[config.mk]
export PLATFORM = sky130hd
export DESIGN_NAME = branch_predictor
export DESIGN_NICKNAME = d
export VERILOG_FILES = /design/src/rtl/branch_predictor.sv
export SDC_FILE = /design/constraint.sdc
export NUM_CORES = 2
export LEC_CHECK = 0
export CORE_ASPECT_RATIO = 0.8
export CORE_MARGIN = 2
export CORE_UTILIZATION = 45
export DETAILED_ROUTE_END_ITERATION = 12
export DONT_BUFFER_PORTS = 1
export PLACE_DENSITY = 0.67
export SLEW_MARGIN = 10
export SYNTH_ARGS = -nofsm -noshare
export SYNTH_HDL_FRONTEND = slang
export SYNTH_SLANG_ARGS = --single-unit
[constraint.sdc]
create_clock -name clk -period 10.8 [get_ports clk]
set_clock_uncertainty 0.15 [all_clocks]
set_input_delay 1.62 -clock clk [delete_from_list [all_inputs] [get_ports clk]]
set_output_delay 1.62 -clock clk [all_outputs]
set_load 0.005 [all_outputs]
[src/rtl/branch_predictor.sv]
// rtl/branch_predictor.sv - direct-mapped BTB with saturating direction counters
module branch_predictor #(
    parameter int PC_WIDTH   = 32,
    parameter int ENTRIES    = 16,
    parameter int CTR_BITS   = 2,
    parameter int STAT_WIDTH = 16
) (
    input  logic                  clk,
    input  logic                  nreset,
    input  logic [PC_WIDTH-1:0]   lookup_pc,
    output logic                  predict_hit,
    output logic                  predict_taken,
    output logic [PC_WIDTH-1:0]   predict_next_pc,
    input  logic                  update_valid,
    input  logic [PC_WIDTH-1:0]   update_pc,
    input  logic                  update_taken,
    input  logic                  update_uncond,
    input  logic [PC_WIDTH-1:0]   update_target,
    input  logic                  update_mispredict,
    input  logic                  flush_all,
    output logic [STAT_WIDTH-1:0] mispredict_count
);
    localparam int IDX_BITS = $clog2(ENTRIES);
    localparam int TAG_BITS = PC_WIDTH - IDX_BITS - 2;
    localparam logic [CTR_BITS-1:0] CTR_MAX  = '1;
    localparam logic [CTR_BITS-1:0] CTR_WEAK = CTR_BITS'(1 << (CTR_BITS - 1));

    logic [ENTRIES-1:0]    valid_q;
    logic [ENTRIES-1:0]    uncond_q;
    logic [TAG_BITS-1:0]   tag_q    [ENTRIES];
    logic [PC_WIDTH-1:0]   target_q [ENTRIES];
    logic [CTR_BITS-1:0]   ctr_q    [ENTRIES];

    logic [IDX_BITS-1:0]   lk_idx;
    logic [TAG_BITS-1:0]   lk_tag;
    logic [IDX_BITS-1:0]   up_idx;
    logic [TAG_BITS-1:0]   up_tag;
    logic                  up_hit;
    logic [CTR_BITS-1:0]   ctr_upd;
    logic                  unused_ok;

    assign unused_ok = ^{lookup_pc[1:0], update_pc[1:0]};

    assign lk_idx = lookup_pc[IDX_BITS+1:2];
    assign lk_tag = lookup_pc[PC_WIDTH-1:IDX_BITS+2];
    assign up_idx = update_pc[IDX_BITS+1:2];
    assign up_tag = update_pc[PC_WIDTH-1:IDX_BITS+2];

    assign predict_hit     = valid_q[lk_idx] && (tag_q[lk_idx] == lk_tag);
    assign predict_taken   = predict_hit && (uncond_q[lk_idx] || ctr_q[lk_idx][CTR_BITS-1]);
    assign predict_next_pc = predict_taken ? target_q[lk_idx] : lookup_pc + PC_WIDTH'(4);

    assign up_hit = valid_q[up_idx] && (tag_q[up_idx] == up_tag);

    // Counter step for a hitting update; unconditional branches pin it high.
    always_comb begin
        ctr_upd = ctr_q[up_idx];
        if (update_uncond) begin
            ctr_upd = CTR_MAX;
        end else if (update_taken) begin
            if (ctr_q[up_idx] != CTR_MAX) ctr_upd = ctr_q[up_idx] + CTR_BITS'(1);
        end else begin
            if (ctr_q[up_idx] != '0) ctr_upd = ctr_q[up_idx] - CTR_BITS'(1);
        end
    end

    always_ff @(posedge clk or negedge nreset) begin
        if (!nreset) begin
            valid_q  <= '0;
            uncond_q <= '0;
            for (int i = 0; i < ENTRIES; i++) begin
                tag_q[i]    <= '0;
                target_q[i] <= '0;
                ctr_q[i]    <= '0;
            end
        end else if (flush_all) begin
            valid_q <= '0;
        end else if (update_valid) begin
            if (up_hit) begin
                ctr_q[up_idx] <= ctr_upd;
                if (update_uncond) uncond_q[up_idx] <= 1'b1;
                if (update_taken)  target_q[up_idx] <= update_target;
            end else if (update_taken) begin
                valid_q[up_idx]  <= 1'b1;
                tag_q[up_idx]    <= up_tag;
                target_q[up_idx] <= update_target;
                uncond_q[up_idx] <= update_uncond;
                ctr_q[up_idx]    <= update_uncond ? CTR_MAX : CTR_WEAK;
            end
        end
    end

    // Statistic survives flush_all; only reset clears it.
    always_ff @(posedge clk or negedge nreset) begin
        if (!nreset) begin
            mispredict_count <= '0;
        end else if (update_valid && update_mispredict && (mispredict_count != '1)) begin
            mispredict_count <= mispredict_count + STAT_WIDTH'(1);
        end
    end
endmodule

==> run summary <==
The flow ran to the end, and the final reports show no timing, DRC or antenna violations. The aggregate negative setup slack came out at 0 ns. The path with the worst hold slack has its endpoint at valid_q[13]$_DFFE_PN0P_. In this run, distinct cell masters in the synthesized netlist total 68. The clock transition time at the flip-flop clock pins of the worst setup and hold paths came out at 0.06 ns. For the worst setup path, the data required time is 9.03 ns. The number of inserted diodes is 0. Summing internal, switching and leakage power gives 9.43 mW. Counting flops with a built-in enable in the synthesized netlist gives 0. After layout, the worst path uses 73.3% of the clock period. The final count of negative-setup-slack endpoints is 0. For this block, the via count after detailed routing is 30000. The net count reported at finish is 3309. Data on the critical path arrives at its endpoint at 6.15 ns. The cell type with the largest total area after synthesis is dfrtp_1. The initial utilization of the core area, before any placement, comes to 45.4%. The actual transition at the worst max-transition pin is 1.27 ns. The global-route wire length before repair came out at 207000 um. The post-detailed-route wirelength per cell is 29.0 um. The pin count of the biggest net entering global routing came out at 1009.

The number of buffers added for setup after CTS came out at 0. The most repeated library cell on the critical path is mux4_2. The setup slack of the worst register-to-register path is 5.69 ns. The total core area is 0.113 mm2. The leakage component of the power came out at 24.9 nW. For this run, the total global-route usage over all layers was measured as 24.0%. The maximum buffer depth of the clock tree is 3. The endpoint identified for the worst register-to-register timing path is tag_q[117]$_DFFE_PN0P_. The die span in x came out at 381 um. The minimum clock period came out at 7.92 ns. After synthesis the netlist holds a flip-flop and latch count of 1008.

Counting every instance in the synthesized netlist gives 3361. The post-detailed-route count of antenna-violating nets is 0. The number of buffers created by CTS is 102.

In this run, post-CTS hold repair placed 0 buffers. The count of final hold-check violations came out at 0. The critical path's largest stage delay is 0.97 ns. The final routed wirelength across all metal layers came out at 139000 um. The via-per-instance ratio came out at 6.26. The floorplan has 110 rows. After synthesis, the share of flip-flops with an asynchronous set or reset is 100%. The count of H-tree levels built during CTS is 3. The worst setup path is captured at a primary output. The worst pin sits at a relative slew slack of 15.6%. The clock root buffer is clkbuf_16. The area added between synthesis and finish came out at 8.33%. The largest fanout of any net on the critical path is 250. The overflow left after global routing is 0. The power density over the cells came out at 170 mW/mm2.

The average size of a mapped cell came out at 15.2 um2. The DRC marker count from the first detailed-route iteration came out at 2816. The final weighted congestion in routability-driven placement came out at 0.832. Setup repair after global routing left no endpoint under its margin. The number of buffers and inverters on the critical path is 1. The startpoint identified for the worst hold timing path is valid_q[13]$_DFFE_PN0P_. In the post-route analysis, the smallest setup slack over all paths is 2.88 ns. STA classifies the critical path startpoint as a primary input. Summing the sequential cell areas from Yosys gives 49.3% of the chip area.

The setup slack at placement is 2.98 ns. The critical path in this run is classified as in -> out. The worst hold path class is reg -> reg. The achievable frequency came out at 126 MHz. Counting every sink on the clock net gives 1008. The synthesized net count came out at 3466. The proportion of netlist area held by the largest area contributor came out at 49.3%. The clock tree from TritonCTS is built.

The post-route netlist has 47.1% of its cells at a drive strength greater than 1. In this run the vertical extent of the chip is 306 um. The maximum VDD drop came out at 0.000134 V.

The via count of the first global-routing pass is 30500. The worst register-to-register path begins at tag_q[13]$_DFFE_PN0P_. The number of antenna violations at the first check in global routing is 3. Along the worst hold path, the cell count comes to 1.

The floorplan step defined a die boundary enclosing 0.116 mm2. Gates resized during post-CTS repair numbered 0. The total of warnings raised by yosys came out at 0. The max-capacitance violation count came out at 0.

The post-DP HPWL is 75000 um. The port buffer count came out at 0. The clock latency of the later-clocked register in the worst-skew pair is 0.72 ns.

The count of unresolved DRC violations after routing came out at 0. The final count of pins violating max slew came out at 0. Walking the worst path, the cells encountered are mux4_2 > mux4_2 > xnor2_1 > nand4_1 > or3_1 > nor4_2 > o21ai_4 > buf_4 > mux2_4. The cell type of the slowest stage on the worst timing path is nor4_2. Grouping stages by cell kind, the critical path spends the most delay in simple AND/OR/NAND/NOR gates. The number of detailed-routing iterations run before antenna repair came out at 5.

The number of top-level design ports came out at 153. By area the synthesized netlist is led by dfrtp_1 (49%), mux2_2 (19%), mux4_2 (17%), mux2i_1 (1.8%), mux2_4 (1.7%). The depth of the most critical reg-to-reg path came out at 10. The cell area after synthesis is 0.0511 mm2. In the synthesized netlist the dominant register cell turns out to be dfrtp_1.
-- cells by family after synthesis --
| group | Yosys count | share of synthesized area [%] |
|---|---|---|
| multiplexers | 1434 | 40.2 |
| flip-flops | 1008 | 49.3 |
| buffers and inverters | 329 | 3.19 |
| AND/OR/NAND/NOR | 282 | 2.89 |
| AO/OA/AOI/OAI | 207 | 2.68 |
| XOR/XNOR | 98 | 1.68 |
| adder cells (fa/ha/maj) | 3 | 0.0685 |
-- cell usage in the layout (no fill, tap or decap), types with 6 or more instances in the layout --
master | Yosys | routed
a22oi_1 | 27 | 27
buf_4 | 39 | 42
nand2b_1 | 10 | 6
clkbuf_1 | 171 | 19
mux4_2 | 381 | 381
o21ai_0 | 22 | 22
a21o_1 | 7 | 7
nand2_2 | 0 | 9
clkbuf_8 | 0 | 24
a31oi_1 | 15 | 15
a21oi_1 | 65 | 65
a22o_1 | 6 | 6
a2bb2oi_1 | 6 | 6
nand3_1 | 25 | 25
nand2_1 | 60 | 51
xnor2_1 | 63 | 63
mux2_4 | 59 | 59
mux2_2 | 845 | 845
inv_1 | 21 | 21
nor2_1 | 69 | 65
nand4_1 | 20 | 20
and2_1 | 9 | 9
a211oi_1 | 16 | 16
nor2b_1 | 14 | 14
nor2_4 | 5 | 10
o22ai_1 | 6 | 6
or2_2 | 14 | 14
nor3_1 | 16 | 15
nor4_1 | 12 | 11
clkbuf_16 | 0 | 103
clkinv_2 | 0 | 20
dfrtp_1 | 1008 | 1008
mux2i_1 | 90 | 90
xor2_1 | 35 | 35
mux2_1 | 59 | 59
-- report_power, final --
part	internal (mW)	switching (mW)	leakage, nW
sequential	4.28	0.306	13.4
clock	2.00	1.55	1.65
combinational	0.832	0.458	9.88
-- state kept, by name, indices dropped and copies added (netlist names) --
signal and cells:
target_q 512, mispredict_count 16, valid_q 16, uncond_q 16
tag_q 416, ctr_q 32
-- worst max-delay path by stage --
| stage | cells past startpoint | startpoint | endpoint |
|---|---|---|---|
| final | 9 | lookup_pc[2] | predict_next_pc[7] |
| after global routing | 9 | lookup_pc[2] | predict_next_pc[6] |
| after CTS | 9 | lookup_pc[2] | predict_next_pc[24] |
| after detailed placement | 9 | lookup_pc[2] | predict_next_pc[24] |
| after global placement | 9 | lookup_pc[2] | predict_next_pc[7] |
| after floorplan | 10 | lookup_pc[2] | predict_next_pc[10] |
-- stage by stage --
step	cell area [um2]	util (%)	hold slack, ns	instances
final	55400	49.2	0.345	4792
after global routing	55400	49.2	0.356	4792
after floorplan	51100	-	0.311	3361
after CTS	55300	49.1	0.350	4787
after detailed placement	51900	46.1	0.337	4607
after global placement	51900	46.1	0.327	4607
-- area by class of cell --
| type | count | area [um2] |
|---|---|---|
| Clock buffer | 146 | 2980 |
| Clock inverter | 34 | 379 |
| Fill cell | 9586 | 57200 |
| Inverter | 21 | 78.8 |
| Multi-Input combinational cell | 2024 | 24400 |
| Sequential cell | 1008 | 25200 |
| Tap cell | 1512 | 1890 |
| Timing Repair Buffer | 47 | 453 |
-- per-layer routing --
layer | vias up | routed length, um | global-route usage [%]
met3 | 191 | 11200 | 6.25
li1 | 12400 | - | -
met5 | - | 27 | 0
met4 | 4 | 3060 | 5.58
met1 | 16300 | 62300 | 35.1
met2 | 1018 | 62600 | 35.8
-- cell usage after synthesis, drive strengths merged (13+ instances only) --
| cell | instances |
|---|---|
| dfrtp | 1008 |
| mux2 | 963 |
| mux4 | 381 |
| clkbuf | 171 |
| buf | 137 |
| mux2i | 90 |
| nor2 | 76 |
| a21oi | 65 |
| xnor2 | 63 |
| nand2 | 60 |
| xor2 | 35 |
| a22oi | 27 |
| nand3 | 25 |
| o21ai | 23 |
| inv | 21 |
| nand4 | 21 |
| nor3 | 20 |
| a211oi | 16 |
| a31oi | 15 |
| nor2b | 14 |
| or2 | 14 |
| nor4 | 13 |
Note: power is estimated with default switching activity, not from simulation.
